[config.mk]
export PLATFORM = sky130hd
export DESIGN_NAME = sim_ctrl_seq
export DESIGN_NICKNAME = d
export VERILOG_FILES = /design/src/rtl/sim_ctrl_pkg.sv /design/src/rtl/sim_ctrl_exit_arb.sv /design/src/rtl/sim_ctrl_seq.sv
export SDC_FILE = /design/constraint.sdc
export NUM_CORES = 1
export LEC_CHECK = 0
export CORE_UTILIZATION = 42
export DETAILED_ROUTE_END_ITERATION = 7
export PLACE_DENSITY = 0.79
export SLEW_MARGIN = 20
export SYNTH_ARGS = -nofsm -noshare
export SYNTH_HDL_FRONTEND = slang
export SYNTH_HIERARCHICAL = 1
export SYNTH_SLANG_ARGS = --single-unit
[constraint.sdc]
create_clock -name clk_i -period 2.6 [get_ports clk_i]
set_clock_uncertainty 0.2 [all_clocks]
set_input_delay 0.52 -clock clk_i [delete_from_list [all_inputs] [get_ports clk_i]]
set_output_delay 0.52 -clock clk_i [all_outputs]
set_load 0.02 [all_outputs]
[src/rtl/sim_ctrl_pkg.sv]
// sim_ctrl_pkg: shared types for the simulation-control sequencer.
// FSM state enum, status bundle and a width helper.
package sim_ctrl_pkg;

  // Status fields are sized for the widest supported channel index and
  // exit code; instances use the low bits only.
  localparam int ST_CHAN_W = 16;
  localparam int ST_CODE_W = 64;

  typedef enum logic [1:0] {
    HOLD,
    LOAD,
    RUN,
    DONE
  } state_e;

  typedef struct packed {
    logic                 done;
    logic                 success;
    logic                 timeout;
    logic [ST_CHAN_W-1:0] chan;
    logic [ST_CODE_W-1:0] code;
  } status_t;

  function automatic int clog2_min1(input int n);
    return (n > 1) ? $clog2(n) : 1;
  endfunction

endpackage

[src/rtl/sim_ctrl_exit_arb.sv]
// sim_ctrl_exit_arb: lowest-index-first priority encoder over exit strobes.
// Ports: i_valid/i_value per channel in; o_any, o_chan, o_code out.
module sim_ctrl_exit_arb
  import sim_ctrl_pkg::*;
#(
  parameter int N_EXIT = 2,
  parameter int CODE_W = 32,
  parameter int CHAN_W = clog2_min1(N_EXIT)
) (
  input  logic [N_EXIT-1:0]        i_valid,
  input  logic [N_EXIT*CODE_W-1:0] i_value,
  output logic                     o_any,
  output logic [CHAN_W-1:0]        o_chan,
  output logic [CODE_W-1:0]        o_code
);

  assign o_any = |i_valid;

  // Scan from the top so the lowest asserted channel is written last.
  always_comb begin
    o_chan = '0;
    o_code = '0;
    for (int k = N_EXIT - 1; k >= 0; k--) begin
      if (i_valid[k]) begin
        o_chan = CHAN_W'(k);
        o_code = i_value[k*CODE_W +: CODE_W];
      end
    end
  end

endmodule

[src/rtl/sim_ctrl_seq.sv]
// sim_ctrl_seq: reset hold, preload gate, cycle budget and exit capture.
// Ports: clk_i/rst_ni, boot/load/budget/exit inputs; status outputs.
module sim_ctrl_seq
  import sim_ctrl_pkg::*;
#(
  parameter int N_EXIT            = 2,
  parameter int RESET_WAIT_CYCLES = 50,
  parameter int CNT_W             = 32,
  parameter int CODE_W            = 32
) (
  input  logic                           clk_i,
  input  logic                           rst_ni,
  input  logic                           boot_select_i,
  input  logic                           load_done_i,
  input  logic [CNT_W-1:0]               max_cycles_i,
  input  logic [N_EXIT-1:0]              exit_valid_i,
  input  logic [N_EXIT*CODE_W-1:0]       exit_value_i,
  output logic                           sys_rst_no,
  output logic                           load_req_o,
  output logic                           running_o,
  output logic [CNT_W-1:0]               cycle_cnt_o,
  output logic                           done_o,
  output logic                           success_o,
  output logic                           timeout_o,
  output logic [clog2_min1(N_EXIT)-1:0]  exit_chan_o,
  output logic [CODE_W-1:0]              exit_code_o
);

  localparam int CHAN_W = clog2_min1(N_EXIT);
  localparam int WAIT_W = clog2_min1(RESET_WAIT_CYCLES);
  localparam logic [WAIT_W-1:0] WAIT_LAST =
    WAIT_W'(RESET_WAIT_CYCLES - 1);

  state_e             r_state;
  state_e             w_next;
  logic [WAIT_W-1:0]  r_wait;
  logic               r_flash;
  logic               w_flash;
  logic [CNT_W-1:0]   r_cnt;
  status_t            r_st;
  logic               r_sys_rst_n;
  logic               r_load_req;
  logic               r_running;

  logic               w_any;
  logic [CHAN_W-1:0]  w_chan;
  logic [CODE_W-1:0]  w_code;
  logic               w_tmo;
  logic               w_unused;

  sim_ctrl_exit_arb #(
    .N_EXIT (N_EXIT),
    .CODE_W (CODE_W),
    .CHAN_W (CHAN_W)
  ) u_arb (
    .i_valid (exit_valid_i),
    .i_value (exit_value_i),
    .o_any   (w_any),
    .o_chan  (w_chan),
    .o_code  (w_code)
  );

  // Boot mode is taken live while holding and frozen once LOAD is entered.
  assign w_flash = (r_state == HOLD) ? boot_select_i : r_flash;

  assign w_tmo = (max_cycles_i != '0) && (r_cnt >= max_cycles_i);

  always_comb begin
    w_next = r_state;
    unique case (r_state)
      HOLD: if (r_wait == WAIT_LAST) w_next = LOAD;
      LOAD: if (r_flash || load_done_i) w_next = RUN;
      RUN:  if (w_any || w_tmo) w_next = DONE;
      DONE: w_next = DONE;
      default: w_next = HOLD;
    endcase
  end

  always_ff @(posedge clk_i or negedge rst_ni) begin
    if (!rst_ni) begin
      r_state     <= HOLD;
      r_wait      <= '0;
      r_flash     <= 1'b0;
      r_cnt       <= '0;
      r_st        <= '0;
      r_sys_rst_n <= 1'b0;
      r_load_req  <= 1'b0;
      r_running   <= 1'b0;
    end else begin
      r_state <= w_next;
      if (r_state == HOLD) begin
        r_wait  <= r_wait + 1'b1;
        r_flash <= boot_select_i;
      end
      // Counter advances only while staying in RUN, so the value at
      // DONE is the cycle on which the run ended.
      if (r_state == RUN && w_next == RUN && r_cnt != '1)
        r_cnt <= r_cnt + 1'b1;
      if (r_state == RUN) begin
        if (w_any)
          r_st <= '{done:    1'b1,
                    success: (w_code == '0),
                    timeout: 1'b0,
                    chan:    ST_CHAN_W'(w_chan),
                    code:    ST_CODE_W'(w_code)};
        else if (w_tmo)
          r_st <= '{done:    1'b1,
                    success: 1'b0,
                    timeout: 1'b1,
                    chan:    '0,
                    code:    '0};
      end
      r_sys_rst_n <= (w_next != HOLD);
      r_load_req  <= (w_next == LOAD) && !w_flash;
      r_running   <= (w_next == RUN);
    end
  end

  assign sys_rst_no  = r_sys_rst_n;
  assign load_req_o  = r_load_req;
  assign running_o   = r_running;
  assign cycle_cnt_o = r_cnt;
  assign done_o      = r_st.done;
  assign success_o   = r_st.success;
  assign timeout_o   = r_st.timeout;
  assign exit_chan_o = r_st.chan[CHAN_W-1:0];
  assign exit_code_o = r_st.code[CODE_W-1:0];

  // Upper status bits beyond this instance's widths stay zero.
  assign w_unused = ^{r_st.chan, r_st.code};

endmodule

======== After elaboration in Yosys (flattened, before gate mapping) ========
Cells that the tools add are included.
word-level totals
  register bits ........................... 80
  input port bits ......................... 102
  output and inout port bits .............. 71
  word-level logic and storage cells ...... 47
operators by class
  $add $sub $neg .......................... 2
  order comparisons ....................... 1
  equal/unequal tests ..................... 7
  mux-type cells .......................... 11
  reduce and logical (&&, ||, !) cells .... 14
operators by type and width
  kind                   count
  $mux 83                2
  $mux 32                2
  $add 32x1->32 const B  1
  $ge 32x32->1           1
  $logic_not 32->1       1
  $ne 32x32->1 const B   1
  $reduce_bool 32->1     1
  $pmux 2 s4             1
  $add 6x1->6 const B    1
  $eq 2x2->1 const B     3
  $eq 6x6->1 const B     1
  $mux 2                 3
  $eq 2x1->1 const B     2
  $logic_and 1x1->1      4
  $reduce_bool 2->1      2
  $mux 1                 3
  $logic_not 2->1        1
  $logic_or 1x1->1       2
  $reduce_and 2->1       1
  $reduce_or 2->1        1
  $logic_not 1->1        1

======== Depth between registers and ports, before layout ========
  depth after elaboration ................. 8
  mapped depth ............................ 10

======== Cells and area by module ========
The synthesis kept the hierarchy.
by module, submodules not included
  module             times used  cells each  area an instance (um^2)
  sim_ctrl_seq       1           486         4,601.9
  sim_ctrl_exit_arb  1           45          369.1

======== Worst setup path before layout ========
No wires, ideal clock.
  kind .................................... reg-to-reg
  start ................................... reg r_cnt[0] (netlist: cycle_cnt_o[0])
  end ..................................... reg r_cnt[1] (netlist: cycle_cnt_o[1])
  setup time .............................. 125 ps
  data arrival time ....................... 2,405 ps
  setup slack ............................. -130 ps
  stages on the path, launching flop included .. 10
  path buffers ............................ 0
  path through ............................ dfrtp_1 -> inv_1 -> ha_1 -> nand2b_4 -> a2111oi_4 -> o21ai_2 -> a211oi_4 -> o211ai_4 -> nor2_1 -> mux2_2
between the ends
  cells in the longest elaborated chain, start to end .. 8
  elaborated cells between the ends (all ways) .. 10
  classes of those cells .................. 1 x add/sub; 1 x order compare; 2 x eq/ne; 2 x mux; 4 x reduce/logical
RTL lines
  item                            RTL line            source
  start: declaration              sim_ctrl_seq.sv:39  logic [CNT_W-1:0] r_cnt;
  start signal: assignment        sim_ctrl_seq.sv:98  r_cnt <= r_cnt + 1'b1;
  $ge 32x32->1                    sim_ctrl_seq.sv:66  assign w_tmo = (max_cycles_i != '0) && (r_cnt >= max_cycles_i);
  $logic_and 1x1->1               sim_ctrl_seq.sv:66
  $logic_or 1x1->1                sim_ctrl_seq.sv:73  RUN: if (w_any || w_tmo) w_next = DONE;
  $mux 2                          sim_ctrl_seq.sv:73
  $pmux 2 s4                      sim_ctrl_seq.sv:70  unique case (r_state)
  $eq 2x2->1                      sim_ctrl_seq.sv:97  if (r_state == RUN && w_next == RUN && r_cnt != '1)
  $logic_and 1x1->1 (2 in a row)  sim_ctrl_seq.sv:97
Parallel ways exist; a longest one is shown, timed or not.
A chain may end at the register's enable or synchronous reset.

======== Worst setup path in the final report ========
  start ................................... in max_cycles_i[2]
  end ..................................... reg r_cnt[26] (netlist: cycle_cnt_o[26])
between the ends
  cells in the longest elaborated chain, start to end .. 8
  elaborated cells between the ends (all ways) .. 9
  classes of those cells .................. 1 x order compare; 1 x eq/ne; 2 x mux; 5 x reduce/logical
RTL lines
  item                                                       RTL line            source
  start: declaration                                         sim_ctrl_seq.sv:15  input logic [CNT_W-1:0] max_cycles_i,
  $ge 32x32->1 / $reduce_bool 32->1 (equally long branches)  sim_ctrl_seq.sv:66
  $logic_and 1x1->1 (*)                                      sim_ctrl_seq.sv:66
  $logic_or 1x1->1 (*)                                       sim_ctrl_seq.sv:73
  $mux 2 (*)                                                 sim_ctrl_seq.sv:73
  $pmux 2 s4 (*)                                             sim_ctrl_seq.sv:70
  $eq 2x2->1 (*)                                             sim_ctrl_seq.sv:97
  $logic_and 1x1->1 (*) (2 in a row)                         sim_ctrl_seq.sv:97
Every way passes the cells marked *; elsewhere a longest branch is shown, timed or not.

==> out/summary.txt <==
Setup violations, final -> 61
# port buffers -> 172
ys flop type -> dfrtp_1
CP top delay family -> compound AO/OA/AOI/OAI gates
Routed Antenna Nets -> 0
Routability Congestion -> 0.9353
status -> complete, but fails checks
vias -> 5496
number of flops mapped to enable cells by yosys -> 0
Worst Max-Slew Pin Slew -> 581.1 ps
Syn Nets -> 668
Nets -> 947
CTS Sinks -> 80
total wire length -> 19850 um
clk buf depth -> 2
final core utilization -> 77.80%
Final WS setup -> -227.9 ps
layout cells sized above 1 -> 33.70%
initial drt markers -> 341
synthesis-to-finish area growth -> 79.46%
CTS clk-pin slew, worst paths -> 60 ps
Worst path slowest cell -> ha_1
hold slack -> 283.7 ps
ant diodes -> 0
most common cell after layout, fill and taps aside -> clkdlybuf4s50_1
Post-Synth XOR/XNOR Area -> 6.343%
Hold Vio Cnt, Final -> 0
Hold Path End -> r_wait[5]
HP Start -> r_wait[5]
antenna violations before repair -> 0
compound-cell area share of the yosys netlist -> 14.20%
drt via density -> 5.749
part of the cycle the worst path needs -> 108.8%
Die Span X -> 110.8 um
RSZ-0062 raised after global routing -> yes
Max-Cap Viols -> 0
Syn Inst Count -> 531
FMAX -> 353.6 MHz
Worst Hold Class -> reg -> reg
Worst Path Arrival -> 2870 ps
Worst VDD drop -> 0.5135 mV
most frequent cells in the layout -> clkdlybuf4s50_1, nand2_1, buf_4
DP HPWL -> 11880 um
clock root buffer -> clkbuf_16
WHS Path Cells -> 1
Total Die Area -> 12270 um^2
crit path kind -> in -> reg
max-slew violation count -> 0
Initial Util -> 43.35%
Crit. End Element -> flop
Cell variety after synth -> 53
asr flop ratio synth -> 100.0%
Worst Path Required -> 2640 ps
Site Rows -> 39
Yosys Warn Count -> 6
die height -> 110.8 um
clk_lat worst skew -> 350 ps
post-synthesis mux area share -> 0.8809%
CTS tree -> done
CP max FO -> 7
final setup TNS -> -5414 ps
largest net degree at the start of global routing -> 36
first-pass GRT wire length -> 27850 um
startpoint class of the critical path -> input pin
Seq/Total Area, Yosys -> 40.27%
minimum clock period -> 2828 ps
vias in the first global route -> 5579
Post-Synth Simple-Gate Area -> 23.46%
Adder-Cell Fraction of Synth Area -> 8.809%
largest family of logic cells by synthesized area -> simple AND/OR/NAND/NOR gates
worst reg2reg endpoint -> cycle_cnt_o[26]
fill cell count -> 677
slowest stage delay, CP -> 300 ps
drt drc -> 0
H-tree lvl count -> 3
Slew headroom -> 61.12%
Mean Syn Cell Area -> 9.362 um^2
pre-CTS setup slack -> -786.3 ps
Static Leak -> 3.758 nW
Pre-antenna DRT Iters -> 5
Boundary Pins -> 173
total grt overflow -> 0
Synth Cell Area -> 4971 um^2
reg2reg setup slack -> -210 ps
Routed WL per cell -> 20.77 um
synthesized flop and latch total -> 80
total track usage -> 29.09%
reg2reg path depth -> 12
total CTS buffers -> 9
crit path cell chain -> dlygate4sd2_1 -> inv_1 -> ha_1 -> o21a_1 -> o2111ai_2 -> o21ai_2 -> a211oi_4 -> buf_4 -> o211ai_4 -> buf_8 -> buf_6 -> nor3_4 -> xor2_1
failing checks -> negative setup slack
reg2reg start -> cycle_cnt_o[0]
total power -> 6.770 mW
Core Box Area -> 11470 um^2
Buffers & Inverters on Critical Path -> 5
Cell Pwr Density -> 758.9 nW/um^2
[metrics by stage]
stage,instances,instance area (um^2)
final,956,8921
after global routing,956,8921
after CTS,940,8448
after detailed placement,913,7443
after global placement,913,7443
after floorplan,531,4984
[layout make-up]
cell class	count	area, um^2	area share (%)
clock inverter	3	43.79	0.4909
tap	143	178.9	2.006
sequential	80	2003	22.45
inverter	41	153.9	1.725
timing repair buffer	290	2853	31.98
clock buffer	11	242.7	2.721
multi-input combinational	388	3446	38.63
[state kept, by name (all words and copies together), names as in the netlist]
signal       flops
cycle_cnt_o     32
done_o           1
exit_chan_o      1
exit_code_o     32
load_req_o       1
r_flash          1
r_state          2
r_wait           6
running_o        1
success_o        1
sys_rst_no       1
timeout_o        1
[layer usage]
layer	track usage (%)	share of wire, %	up-vias
met5	0	0	-
met4	13.69	5.7	0
met3	5.522	7.1	89
met2	52.59	51	288
met1	32.88	37	2681
li1	-	-	2438
[worst max path at each step]
| stage | from | slack [ps] | endpoint | cells past startpoint |
|---|---|---|---|---|
| global placement | max_cycles_i[14] | -700 | cycle_cnt_o[23] | 12 |
| floorplan | max_cycles_i[0] | 4 | cycle_cnt_o[23] | 9 |
| finish | max_cycles_i[2] | -230 | cycle_cnt_o[26] | 13 |
| CTS | cycle_cnt_o[0] | -130 | cycle_cnt_o[18] | 11 |
| detailed placement | max_cycles_i[14] | -790 | cycle_cnt_o[25] | 12 |
| global route | max_cycles_i[2] | -290 | cycle_cnt_o[26] | 13 |
[cell families after synthesis]
group,count (synthesis)
XOR/XNOR,36
buffers and inverters,64
adder cells (fa/ha/maj),35
multiplexers,4
AO/OA/AOI/OAI,98
flip-flops,80
AND/OR/NAND/NOR,214
[synth_stat cells, types with 2 or more instances]
| library cell | count | share of area, % |
|---|---|---|
| nand2_1 | 91 | 6.9 |
| dfrtp_1 | 80 | 40 |
| inv_1 | 41 | 3.1 |
| o21ai_0 | 39 | 3.9 |
| ha_1 | 35 | 8.8 |
| a22o_1 | 29 | 5.1 |
| xor2_1 | 27 | 4.8 |
| nor4_1 | 20 | 2.5 |
| nor2_1 | 19 | 1.4 |
| nand4_1 | 17 | 2.1 |
| nand3_1 | 15 | 1.5 |
| a21oi_1 | 12 | 1.2 |
| nor3_1 | 12 | 1.2 |
| clkbuf_1 | 10 | 0.76 |
| xnor2_1 | 9 | 1.6 |
| nor3_2 | 8 | 1.6 |
| buf_6 | 7 | 1.6 |
| buf_2 | 6 | 0.60 |
| and2_1 | 4 | 0.50 |
| nor4_2 | 4 | 1.0 |
| and3_1 | 3 | 0.38 |
| mux2_2 | 3 | 0.68 |
| nand2b_1 | 3 | 0.38 |
| a21o_1 | 2 | 0.30 |
| nand4_2 | 2 | 0.50 |
| nor4b_2 | 2 | 0.60 |
| o21ai_1 | 2 | 0.20 |
| o21ai_2 | 2 | 0.35 |
| or2_2 | 2 | 0.25 |
| or4_1 | 2 | 0.30 |
[worst reg2reg max path, stage by stage (launching register included)]
cell and delay (ps):
dfrtp_2 400, inv_2 80, ha_4 200, nand2b_4 140, a2111oi_4 290, o21ai_2 130
a211oi_4 300, buf_4 170, o211ai_4 110, buf_8 170, buf_6 120, nor3_4 130
xor2_1 270
[power breakdown]
part | leakage (nW) | total [mW] | switching [mW] | internal [mW]
combinational | 2.67 | 3.68 | 1.90 | 1.78
clock | 0.141 | 1.28 | 0.518 | 0.760
sequential | 0.942 | 1.82 | 0.228 | 1.59
[what timing repair did]
action / 4_1_cts / 5_1_grt
cloned: 3 / 3
resized for setup: 174 / 81
hold buffers: 1 / 0
pin swaps: 66 / 69
setup buffers: 10 / 14
endpoints found under the hold margin: 28 / 0
setup endpoints to repair: 71 / 71
No activity file was read; power rests on OpenSTA's default activity.
